### config.mk
export PLATFORM = sky130hd
export DESIGN_NAME = regbank_access_ctrl
export DESIGN_NICKNAME = d
export VERILOG_FILES = /design/src/rtl/regbank_access_ctrl_pkg.sv /design/src/rtl/regbank_access_ctrl.sv
export SDC_FILE = /design/constraint.sdc
export NUM_CORES = 1
export LEC_CHECK = 0
export ABC_AREA = 1
export CAP_MARGIN = 5
export CORE_MARGIN = 4
export CORE_UTILIZATION = 50
export CTS_CLUSTER_SIZE = 8
export DETAILED_ROUTE_END_ITERATION = 10
export GPL_TIMING_DRIVEN = 0
export PLACE_DENSITY = 0.84
export RECOVER_POWER = 100
export SLEW_MARGIN = 10
export SYNTH_ARGS = -nofsm -noshare
export SYNTH_HDL_FRONTEND = slang
export SYNTH_SLANG_ARGS = --single-unit
### constraint.sdc
create_clock -name clk -period 3.6 [get_ports clk]
set_clock_uncertainty 0.05 [all_clocks]
set_input_delay 1.08 -clock clk [delete_from_list [all_inputs] [get_ports clk]]
set_output_delay 1.08 -clock clk [all_outputs]
set_load 0.05 [all_outputs]
### src/rtl/regbank_access_ctrl_pkg.sv
// Shared definitions for the 4 x 8-bit register bank and its access controller.
package regbank_access_ctrl_pkg;

  localparam int DATA_W   = 8;
  localparam int ADDR_W   = 2;
  localparam int NUM_REGS = 2 ** ADDR_W;

  // Request opcodes as carried on req_op.
  typedef enum logic [1:0] {
    OP_WRITE = 2'b00,
    OP_READ  = 2'b01,
    OP_MOVE  = 2'b10,
    OP_CLEAR = 2'b11
  } op_e;

  // Controller sequencing states.
  typedef enum logic [2:0] {
    IDLE  = 3'd0,
    WR    = 3'd1,
    RD    = 3'd2,
    MV_RD = 3'd3,
    MV_WR = 3'd4,
    CLR   = 3'd5,
    RESP  = 3'd6
  } state_e;

endpackage

### src/rtl/regbank_access_ctrl.sv
// Initiator for the register bank: accepts one operation at a time over a
// valid/ready request channel, sequences the bank control lines from
// registered state only, and returns the result over a valid/ready channel.
module regbank_access_ctrl
  import regbank_access_ctrl_pkg::*;
#(
  parameter int DATA_W = regbank_access_ctrl_pkg::DATA_W,
  parameter int ADDR_W = regbank_access_ctrl_pkg::ADDR_W
) (
  input  logic              clk,
  input  logic              rst,
  input  logic              req_valid,
  output logic              req_ready,
  input  logic [1:0]        req_op,
  input  logic [ADDR_W-1:0] req_dst,
  input  logic [ADDR_W-1:0] req_src,
  input  logic [DATA_W-1:0] req_imm,
  output logic              resp_valid,
  input  logic              resp_ready,
  output logic [DATA_W-1:0] resp_data,
  output logic              busy,
  output logic [ADDR_W-1:0] rf_addr,
  output logic [DATA_W-1:0] rf_data,
  output logic              rf_write,
  output logic              rf_rst,
  input  logic [DATA_W-1:0] rf_out
);

  localparam logic [ADDR_W-1:0] CNT_ONE = ADDR_W'(1);

  state_e            state_q, state_d;
  logic [ADDR_W-1:0] dst_q;
  logic [ADDR_W-1:0] cnt_q;
  logic [ADDR_W-1:0] rf_addr_q;
  logic [DATA_W-1:0] rf_data_q;
  logic [DATA_W-1:0] resp_data_q;

  // Next-state decode; every op runs a fixed number of cycles, then waits in RESP.
  always_comb begin
    state_d = state_q;
    case (state_q)
      IDLE: begin
        if (req_valid) begin
          case (op_e'(req_op))
            OP_WRITE: state_d = WR;
            OP_READ:  state_d = RD;
            OP_MOVE:  state_d = MV_RD;
            default:  state_d = CLR;
          endcase
        end
      end
      WR:      state_d = RESP;
      RD:      state_d = RESP;
      MV_RD:   state_d = MV_WR;
      MV_WR:   state_d = RESP;
      CLR:     if (cnt_q == '1) state_d = RESP;
      RESP:    if (resp_ready) state_d = IDLE;
      default: state_d = IDLE;
    endcase
  end

  // State, operand, bank-drive and result registers. The bank address/data
  // are registered so they hold their last value in IDLE and never follow req_*.
  always_ff @(posedge clk) begin
    if (rst) begin
      state_q     <= IDLE;
      dst_q       <= '0;
      cnt_q       <= '0;
      rf_addr_q   <= '0;
      rf_data_q   <= '0;
      resp_data_q <= '0;
    end else begin
      state_q <= state_d;
      case (state_q)
        IDLE: begin
          if (req_valid) begin
            dst_q     <= req_dst;
            rf_data_q <= req_imm;
            cnt_q     <= '0;
            case (op_e'(req_op))
              OP_MOVE:  rf_addr_q <= req_src;
              OP_CLEAR: rf_addr_q <= '0;
              default:  rf_addr_q <= req_dst;
            endcase
          end
        end
        WR:    resp_data_q <= rf_data_q;
        RD:    resp_data_q <= rf_out;
        MV_RD: begin
          rf_addr_q <= dst_q;
          rf_data_q <= rf_out;
        end
        MV_WR: resp_data_q <= rf_data_q;
        CLR: begin
          if (cnt_q != '1) begin
            cnt_q     <= cnt_q + CNT_ONE;
            rf_addr_q <= cnt_q + CNT_ONE;
          end else begin
            cnt_q       <= '0;
            resp_data_q <= '0;
          end
        end
        default: ;
      endcase
    end
  end

  // Moore outputs: strobes and handshakes decode from the state register only.
  assign req_ready  = (state_q == IDLE);
  assign busy       = (state_q != IDLE);
  assign resp_valid = (state_q == RESP);
  assign resp_data  = resp_data_q;
  assign rf_addr    = rf_addr_q;
  assign rf_data    = rf_data_q;
  assign rf_write   = (state_q == WR) || (state_q == MV_WR);
  assign rf_rst     = (state_q == CLR);

endmodule

======== Yosys cells after proc, flatten, opt, wreduce, memory -nomap -nowiden ========
Cells that the tools add are included.
W data, S select, Z words.
cells by class
  $add $sub $neg .......................... 1
  multipliers ............................. 0
  divide/modulo/power cells ............... 0
  order comparisons ....................... 0
  eq/ne operators ......................... 16
  shift-type cells ........................ 0
  mux-type cells .......................... 16
  bitwise operators ....................... 0
  reductions and logical operators ........ 16
operator list
  operator               number
  $pmux W8 S3            1
  $mux W8                2
  $pmux W8 S2            1
  $pmux W3 S5            1
  $eq A3 B3 Y1 const B   3
  $mux W3                3
  $pmux W3 S3            1
  $reduce_bool A3 Y1     3
  $mux W2                4
  $pmux W2 S2            2
  $reduce_and A2 Y1      4
  $eq A2 B2 Y1 const B   3
  $eq A3 B2 Y1 const B   2
  $ne A2 B1 Y1 const B   3
  $ne A2 B2 Y1 const B   3
  $pmux W2 S3            1
  $reduce_and A3 Y1      2
  $reduce_bool A2 Y1     2
  $eq A3 B1 Y1 const B   1
  $logic_not A3 Y1       1
  $reduce_or A3 Y1       1
  $add A2 B1 Y2 const B  1
  $eq A2 B1 Y1 const B   1
  $logic_not A2 Y1       1
  2 further kinds        2
word-level totals
  bits in registers ....................... 25
  bits in latches ......................... 0
  bits in writable memories ............... 0
  memory bits (read-only) ................. 0
  output and inout port bits .............. 23
  word-level logic and storage cells ...... 55
  memories kept ........................... 0

======== Logic depth before layout (Yosys ltp) ========
Gate-level depths: netlist of run 1.
  depth in word-level cells ............... 4
  gate-level depth with buffers ........... 10

======== Least setup slack after synthesis of run 1 ========
Ideal clock, no wire load.
  path type ............................... register to output
  start point ............................. register state_q[0]
  end point ............................... output port req_ready
  arrival ................................. 0.958 ns
  setup slack ............................. 1.512 ns
  stages on the path, launching flop included .. 5
  buffers on the path ..................... 1
  cell sequence ........................... dfxtp_1 buf_6 nor2_4 nand2_4 inv_2
between the ends
  word-level cells in the longest chain between the ends .. 1
ends and longest elaborated chain
  item                    RTL line                    text
  start, declared         regbank_access_ctrl.sv:31   state_e state_q, state_d;
  start signal, assigned  regbank_access_ctrl.sv:73   state_q <= state_d;
  $logic_not A3 Y1        regbank_access_ctrl.sv:109  assign req_ready = (state_q == IDLE);
  end, declared           regbank_access_ctrl.sv:13   output logic req_ready,
No other way between the ends.

======== Worst setup path in the final report of run 1 ========
  start point ............................. register state_q[0]
  end point ............................... output port rf_write
between the ends
  word-level cells in the longest chain between the ends .. 2
ends and longest elaborated chain
  item                                          RTL line                    text
  $eq A3 B1 Y1 or $eq A3 B3 Y1 (tied branches)  regbank_access_ctrl.sv:115  assign rf_write = (state_q == WR) || (state_q == MV_WR);
  $logic_or A1 B1 Y1 (*)                        regbank_access_ctrl.sv:115
  end, declared                                 regbank_access_ctrl.sv:24   output logic rf_write,
Every way passes the cells marked *; elsewhere a longest branch is shown, timed or not.

==> results of run 1 <==
==> worst max-delay path: stages (launching register included) <==
cell	delay, ns
dfxtp_1	0.34
buf_6	0.15
clkinv_1	0.09
nand2_1	0.05
nand2_1	0.06
nand2_1	0.06
inv_2	0.14
dlygate4sd3_1	0.89
==> through the flow <==
stage,cell area (um2),util (%)
3_5_place_dp,2150,69.9
6_report,2160,70.2
2_1_floorplan,1620,-
3_3_place_gp,2150,69.9
5_1_grt,2160,70.2
4_1_cts,2180,70.8
==> layer usage <==
| metal | vias up | track usage, % | routed length, um |
|---|---|---|---|
| met5 | - | 0 | 0 |
| met4 | 0 | 3.96 | 25 |
| met3 | 2 | 1.04 | 123 |
| met2 | 33 | 29.2 | 1720 |
| met1 | 678 | 26.8 | 1760 |
| li1 | 830 | - | - |
==> Yosys cell counts <==
| cell | number | area, um2 |
|---|---|---|
| a21oi_1 | 6 | 30.0 |
| buf_1 | 1 | 3.75 |
| buf_12 | 1 | 20.0 |
| buf_2 | 1 | 5.00 |
| buf_6 | 3 | 33.8 |
| clkbuf_8 | 1 | 13.8 |
| clkinv_1 | 1 | 3.75 |
| dfxtp_1 | 25 | 500 |
| ha_1 | 5 | 62.6 |
| inv_1 | 27 | 101 |
| inv_2 | 4 | 15.0 |
| inv_6 | 2 | 17.5 |
| nand2_1 | 68 | 255 |
| nand2_2 | 2 | 12.5 |
| nand2_4 | 7 | 78.8 |
| nand3_1 | 8 | 40.0 |
| nand3_2 | 1 | 10.0 |
| nand3_4 | 2 | 35.0 |
| nand3b_1 | 1 | 7.51 |
| nand4_1 | 2 | 12.5 |
| nor2_1 | 28 | 105 |
| nor2_2 | 16 | 100 |
| nor2_4 | 2 | 22.5 |
| o21ai_0 | 12 | 60.1 |
| o21ai_1 | 8 | 40.0 |
| o21ai_4 | 1 | 16.3 |
| o21bai_1 | 1 | 7.51 |
| o22ai_1 | 1 | 6.26 |
==> final timing paths <==
check | startpoint | endpoint | slack, ns | cells past startpoint
max | state_q[0]$_SDFFE_PP0P_ | rf_write | 0.37 | 7
min | dst_q[0]$_SDFFE_PP0P_ | dst_q[0]$_SDFFE_PP0P_ | 0.41 | 2
max reg2reg | state_q[0]$_SDFFE_PP0P_ | rf_data[5]$_SDFFE_PP0P_ | 2.09 | 9
min reg2reg | dst_q[0]$_SDFFE_PP0P_ | dst_q[0]$_SDFFE_PP0P_ | 0.41 | 2
==> registers in the layout, indices dropped and copies added (netlist names) <==
signal,count
rf_data,8
rf_addr,2
dst_q,2
cnt_q,2
resp_data,8
state_q,3
==> where the power goes <==
group / switching (uW) / internal [uW]
sequential: 45.4 / 372
clock: 87.7 / 41.5
combinational: 910 / 447
==> kinds of logic after synthesis <==
family                   share of synthesized area [%]
buffers and inverters                             13.2
AO/OA/AOI/OAI                                     9.91
flip-flops                                        31.0
adder cells (fa/ha/maj)                           3.87
AND/OR/NAND/NOR                                   42.0
==> layout make-up <==
| cell class | count | area share, % |
|---|---|---|
| clock buffer | 3 | 1.04 |
| tap | 44 | 2.55 |
| sequential | 25 | 23.1 |
| clock inverter | 1 | 0.231 |
| timing repair buffer | 48 | 22.2 |
| inverter | 34 | 6.37 |
| multi-input combinational | 171 | 41.4 |
| buffer | 7 | 3.07 |
==> metrics.cfg, run 1 <==
[logic_synthesis]
synth_cell_types = 28
ys_ff_latch = 25
postSynthAreaPerCell_um2 = 6.82
netlist_instances = 237
synth_area_um2 = 1620
syn-num-nets = 268
synth_seq_area_share_pct = 31.0
synth_warnings = 0

[place]
dp_hpwl_um = 2870
numPortBuffers = 48
routabilityCongestion = 0.864
dp.cells = 329
post-place-ws_ns = 0.800

[routing]
wl_per_cell_um = 10.9
ant_nets = 0
vias_per_cell = 4.63
drcViolationCount = 0
drt_iter0_drc = 59
wl_um = 3630
num_vias = 1543
dr.pass1.iters = 4

[timing]
fin_crit_sh_pct = 89.8
rsz0062_at_grt = false
fmax_mhz = 309
setup_viol = 0
fin_ws_ns = 0.366
whs_ns = 0.410
slew_headroom_pct = 64.4
fin_crit_ns = 3.23
slew_violations = 0
worst_pin_slew_ns = 0.532
final-hold-violation-count = 0
final.setup.tns_ns = 0

[grt]
grt-ovfl-total = 0
antenna_found_initial = 0
grtUsageTotal_pct = 18.3
grt_pass1_wl_um = 6250
grt_pass1_vias = 1394
grt_max_degree = 15

[finish]
fillers = 263
final_common_cell = nand2_1
drive_above_1_share_pct = 15.6
final_cell_mix = 69 x nand2_1, 28 x nor2_1, 27 x inv_1, 26 x dlygate4sd3_1, 25 x dfxtp_1
finalNonFillerCells = 333
regArea_um2 = 500
antenna_cells = 0
multi_input_area_um2 = 895
area_delta_synth_final_pct = 33.7
final_nets = 321

[worst_setup_path]
critPathLaunchType = flop
cp_max_fo = 9
cp.arrival_ns = 2.10
critPathRequiredTime_ns = 2.47
endpoint_kind = primary output
crit_type = reg -> out

[clocking]
cts_buffer_depth = 2
post_cts_buffers = 0
clock_latency_ns = 0.32
cts-resized-gates = 0
cts_htree_levels = 1
cts_hold_buf = 0
cts_buffers = 3
clk_pin_slew_ns = 0.14
cts_tree = yes
cts_root_buffer = clkbuf_4
clock-sinks = 25

[power]
p_leak_uw = 0.00108
p_total_uw = 1900
ir_drop_mv = 0.500
power_per_cell_area_nw_per_um2 = 880

[floorplanning]
initial_utilization_pct = 52.5
die_w_um = 64.9
io-pin-count = 49
row_count = 20
die_y_um = 64.9
core_um2 = 3080
die_area_um2 = 4210

[flow_run]
drv_cap = 0

[worst_hold_path]
hp-class = reg -> reg

[status]
status = completed

No activity file was read; power rests on OpenSTA's default activity.
==> run 2: changes to the inputs <==
PLACE_DENSITY = 0.95   (was 0.84)
==> run 2 against run 1 <==
  * Global-route usage rose by 1.7 points
  * Non-clock buffer count stayed put
  * Design area is the same
  * Largest cell class unchanged
  * Largest power group unchanged
==> metrics.cfg, run 2 (synthesized netlist as in run 1, its figures left out) <==
[status]
status = completed

[grt]
grt_pass1_vias = 1460  ; +4.7%
grt_max_degree = 15  ; unchanged
grt_pass1_wl_um = 6670  ; +6.6%
grt-ovfl-total = 0  ; unchanged
antenna_found_initial = 0  ; unchanged
grtUsageTotal_pct = 19.9  ; +1.7 points

[clocking]
post_cts_buffers = 0  ; unchanged
cts_tree = yes
clock_latency_ns = 0.33  ; about the same
cts_buffers = 3  ; unchanged
clock-sinks = 25  ; unchanged
cts_htree_levels = 1  ; unchanged
clk_pin_slew_ns = 0.13  ; about the same
cts_buffer_depth = 2  ; unchanged
cts_hold_buf = 0  ; unchanged
cts-resized-gates = 0  ; unchanged
cts_root_buffer = clkbuf_4

[routing]
vias_per_cell = 4.83  ; +4.3%
wl_per_cell_um = 11.8  ; +8.6%
num_vias = 1610  ; +4.3%
drt_iter0_drc = 98  ; +66%
ant_nets = 0  ; unchanged
dr.pass1.iters = 5  ; +1
wl_um = 3940  ; +8.6%
drcViolationCount = 0  ; unchanged

[worst_setup_path]
worstReg2RegEnd = rf_data[4]$_SDFFE_PP0P_
cp_max_fo = 9  ; unchanged
endpoint_kind = primary output
critPathLaunchType = flop
r2r_setup_slack_ns = 2.07  ; -0.02 ns
crit_type = reg -> out
cp.arrival_ns = 2.11  ; about the same
critPathRequiredTime_ns = 2.47  ; about the same
rr_startpoint = state_q[0]$_SDFFE_PP0P_
reg2reg_depth = 9  ; unchanged

[power]
ir_drop_mv = 0.424  ; -15%
power_per_cell_area_nw_per_um2 = 884  ; +0.44%
clock_power_share_pct = 6.8  ; about the same
internal_power_uw = 860  ; about the same
p_sw_uw = 1050  ; +0.78%
p_leak_uw = 0.00108  ; unchanged
p_total_uw = 1910  ; +0.44%
combPwrFrac_pct = 71.3  ; about the same
switching_share_pct = 55.0  ; +0.19 points
power_frac_seq_pct = 22.0  ; about the same

[timing]
slew_violations = 0  ; unchanged
fin_crit_sh_pct = 90.0  ; +0.20 points
rsz0062_at_grt = false
setup_viol = 0  ; unchanged
fmax_mhz = 309  ; -0.22%
worst_pin_slew_ns = 0.514  ; -0.0187 ns
final.setup.tns_ns = 0  ; unchanged
final-hold-violation-count = 0  ; unchanged
fin_crit_ns = 3.24  ; +0.00707 ns
slew_headroom_pct = 65.7  ; +1.3 points

[worst_hold_path]
worstHoldEndpoint = dst_q[0]$_SDFFE_PP0P_
hp-class = reg -> reg
min_from = dst_q[0]$_SDFFE_PP0P_
min_path_cells = 2  ; unchanged

[floorplanning]
initial_utilization_pct = 52.5  ; unchanged
die_w_um = 64.9  ; unchanged
die_y_um = 64.9  ; unchanged
row_count = 20  ; unchanged
die_area_um2 = 4210  ; unchanged
io-pin-count = 49  ; unchanged
core_um2 = 3080  ; unchanged

[flow_run]
drv_cap = 0  ; unchanged

[place]
routabilityCongestion = 0.809  ; -6.4%
numPortBuffers = 48  ; unchanged
dp_hpwl_um = 3130  ; +9.0%

[finish]
final_common_cell = nand2_1
final_nets = 321  ; unchanged
drive_above_1_share_pct = 15.6  ; unchanged
area_delta_synth_final_pct = 33.7  ; unchanged
final_cell_mix = 69 x nand2_1, 28 x nor2_1, 27 x inv_1, 26 x dlygate4sd3_1, 25 x dfxtp_1
antenna_cells = 0  ; unchanged

run 2: cell counts in the layout (fill, tap and decap cells not counted):
No cell type changed its count.
run 2: power groups by stage:
stage / combinational, uW / clock [uW] / sequential (uW)
CTS: 1410 / 132 / 424
global placement: 1380 / 0 / 426
finish: 1360 / 129 / 420
detailed placement: 1410 / 0 / 430
floorplan: 817 / 0 / 670
global route: 1470 / 146 / 436
run 2: per-layer routing:
metal,GRT usage [%],vias to the layer above,routed length (um)
li1,-,834,-
met1,25.1,727,1620
met2,35.6,44,2060
met3,1.91,5,203
met4,5.80,0,51
met5,0,-,0
run 2: how the worst max path moves through the flow:
stage / start / endpoint / slack (ns) / depth (start not counted)
CTS: state_q[0]$_SDFFE_PP0P_ / rf_write / 0.43 / 7
global route: state_q[0]$_SDFFE_PP0P_ / rf_write / 0.25 / 7
global placement: state_q[0]$_SDFFE_PP0P_ / rf_write / 0.83 / 7
detailed placement: state_q[0]$_SDFFE_PP0P_ / rf_write / 0.81 / 7
floorplan: state_q[0]$_SDFFE_PP0P_ / req_ready / 1.51 / 4
finish: state_q[0]$_SDFFE_PP0P_ / rf_write / 0.36 / 7
run 2: area by class of cell:
class	instances	area (um2)
fill	246	916
multi-input combinational	171	895
sequential	25	500
timing repair buffer	48	480
inverter	34	138
buffer	7	66.3
tap	44	55.1
clock buffer	3	22.5
clock inverter	1	5.00
run 2: per-stage QoR:
| stage | hold slack (ns) | cells | area (um2) | worst slack (ns) | utilization (%) |
|---|---|---|---|---|---|
| 3_3_place_gp | 0.396 | 329 | 2150 | 0.827 | 69.9 |
| 2_1_floorplan | 0.380 | 237 | 1620 | 1.51 | - |
| 3_5_place_dp | 0.404 | 329 | 2150 | 0.808 | 69.9 |
| 5_1_grt | 0.449 | 333 | 2160 | 0.250 | 70.2 |
| 4_1_cts | 0.424 | 333 | 2180 | 0.427 | 70.8 |
| 6_report | 0.423 | 333 | 2160 | 0.359 | 70.2 |
run 2: critical path, stage by stage (launching register included):
cell and delay (ns):
dfxtp_1 0.34, buf_6 0.15, clkinv_1 0.09, nand2_1 0.06, nand2_1 0.06, nand2_1 0.05
inv_2 0.13, dlygate4sd3_1 0.89
==> run 3: changes to the inputs <==
CORE_UTILIZATION = 36   (was 50)
PLACE_DENSITY = 0.75   (was 0.95)
==> run 3 against run 2 <==
  * Sequential power about the same
  * Critical path depth unchanged
  * Non-clock buffer count unchanged
  * Design area increased by 1.3%
  * Global-route usage decreased by 5.2 points
  * Utilization decreased by 20 points
==> metrics.cfg, run 3 (synthesized netlist as in run 1, its figures left out) <==
[status]
status = completed

[timing]
slew_headroom_pct = 65.3  ; -0.33 points
fin_crit_sh_pct = 88.1  ; -1.9 points
rsz0062_at_grt = false
final-hold-violation-count = 0  ; unchanged
worst_pin_slew_ns = 0.518  ; +0.00487 ns
fmax_mhz = 315  ; +2.2%
fin_crit_ns = 3.17  ; -0.0686 ns
final.setup.tns_ns = 0  ; unchanged
fin_ws_ns = 0.428  ; +0.0686 ns
setup_viol = 0  ; unchanged
slew_violations = 0  ; unchanged

[routing]
dr.pass1.iters = 4  ; -1
drcViolationCount = 0  ; unchanged
num_vias = 1536  ; -4.6%
drt_iter0_drc = 81  ; -17%
wl_um = 3910  ; -0.79%
wl_per_cell_um = 11.5  ; -3.1%
ant_nets = 0  ; unchanged
vias_per_cell = 4.50  ; -6.8%

[power]
power_per_cell_area_nw_per_um2 = 890  ; +0.73%
ir_drop_mv = 0.278  ; -34%
p_leak_uw = 0.00109  ; +0.69%
p_total_uw = 1950  ; +2.1%

[clocking]
cts_hold_buf = 0  ; unchanged
clock-sinks = 25  ; unchanged
cts-resized-gates = 0  ; unchanged
clk_pin_slew_ns = 0.09  ; -0.04 ns
cts_buffer_depth = 2  ; unchanged
cts_root_buffer = clkbuf_8
cts_htree_levels = 1  ; unchanged
cts_buffers = 3  ; unchanged
post_cts_buffers = 0  ; unchanged
clock_latency_ns = 0.27  ; -0.06 ns
cts_tree = yes

[place]
routabilityCongestion = 0.838  ; +3.7%
place_area_um2 = 2160  ; +0.47%
dp_hpwl_um = 2990  ; -4.4%
numPortBuffers = 48  ; unchanged
post-place-ws_ns = 0.803  ; -0.00483 ns

[grt]
grt-ovfl-total = 0  ; unchanged
grtUsageTotal_pct = 14.7  ; -5.2 points
antenna_found_initial = 0  ; unchanged
grt_pass1_wl_um = 6480  ; -2.8%
grt_max_degree = 15  ; unchanged
grt_pass1_vias = 1458  ; -0.14%

[worst_setup_path]
endpoint_kind = primary output
max_stage_delay_ns = 0.91  ; +0.02 ns
reg2reg_depth = 9  ; unchanged
crit_type = reg -> out
critPathLaunchType = flop
slowest_stage = dlygate4sd3_1
r2r_setup_slack_ns = 2.10  ; +0.03 ns
cp.arrival_ns = 2.04  ; -0.07 ns
crit_end = rf_write
path_cells = buf_6, inv_6, nand2_1, nand2_1, nand2_1, inv_2, dlygate4sd3_1
critical_path.startpoint = state_q[2]$_SDFFE_PP0P_
rr_startpoint = state_q[0]$_SDFFE_PP0P_
path_common_cell = nand2_1
worstReg2RegEnd = rf_data[0]$_SDFFE_PP0P_
cp_max_fo = 9  ; unchanged
critPathRequiredTime_ns = 2.47  ; about the same

[floorplanning]
io-pin-count = 49  ; unchanged
core_um2 = 4350  ; +41%
die_y_um = 75.0  ; +16%
initial_utilization_pct = 37.1  ; -15 points
row_count = 24  ; +20%
die_w_um = 75.0  ; +16%
die_area_um2 = 5630  ; +34%

[finish]
area_delta_synth_final_pct = 35.5
final_common_cell = nand2_1
fin_util_pct = 50.3  ; -20 points
finalInstanceArea_um2 = 2190  ; +1.3%
antenna_cells = 0  ; unchanged
drive_above_1_share_pct = 15.6  ; unchanged
final_cell_mix = 69 x nand2_1, 28 x nor2_1, 27 x inv_1, 25 x dfxtp_1, 25 x dlygate4sd3_1
final_nets = 321  ; unchanged

[worst_hold_path]
min_from = dst_q[0]$_SDFFE_PP0P_
hp-class = reg -> reg

[flow_run]
drv_cap = 0  ; unchanged

==> run 3: cell count changes in the layout (fill, tap and decap cells not counted), sizes merged <==
cell	delta
dlygate4sd3	-1
clkdlybuf4s50	+1
==> run 3: cell type report <==
class / count / area [um2]
Tap cell: 52 / 65.1
Fill cell: 439 / 2160
Clock inverter: 1 / 5.00
Sequential cell: 25 / 500
Timing Repair Buffer: 48 / 480
Buffer: 7 / 66.3
Clock buffer: 3 / 41.3
Multi-Input combinational cell: 171 / 895
Inverter: 34 / 138
==> run 3: report_power, final <==
part / switching (uW) / internal [uW]
clock: 95.1 / 77.6
sequential: 48.3 / 372
combinational: 911 / 447
==> run 3: worst min path at each step <==
stage,endpoint,slack (ns),cells after the start
after detailed placement,dst_q[0]$_SDFFE_PP0P_,0.41,2
after global placement,dst_q[0]$_SDFFE_PP0P_,0.40,2
after CTS,dst_q[0]$_SDFFE_PP0P_,0.42,2
after global routing,dst_q[0]$_SDFFE_PP0P_,0.43,2
final,dst_q[0]$_SDFFE_PP0P_,0.41,2
after floorplan,dst_q[0]$_SDFFE_PP0P_,0.38,2
==> run 3: worst max-delay path, delay by kind of cell, from the launching register on <==
kind,cells,cell delay [ns]
buffers and inverters,4,1.28
DFF,1,0.32
and+or+nand+nor,3,0.18
==> run 3: layer usage <==
metal,routed length [um],track usage [%]
met5,0,0
met1,1800,19.2
met4,53,5.34
met3,191,1.74
met2,1860,25.0
==> run 3: metrics by stage <==
stage | cells | hold WS (ns)
after floorplan | 237 | 0.380
after global placement | 337 | 0.400
after detailed placement | 337 | 0.406
after CTS | 341 | 0.420
after global routing | 341 | 0.430
final | 341 | 0.412
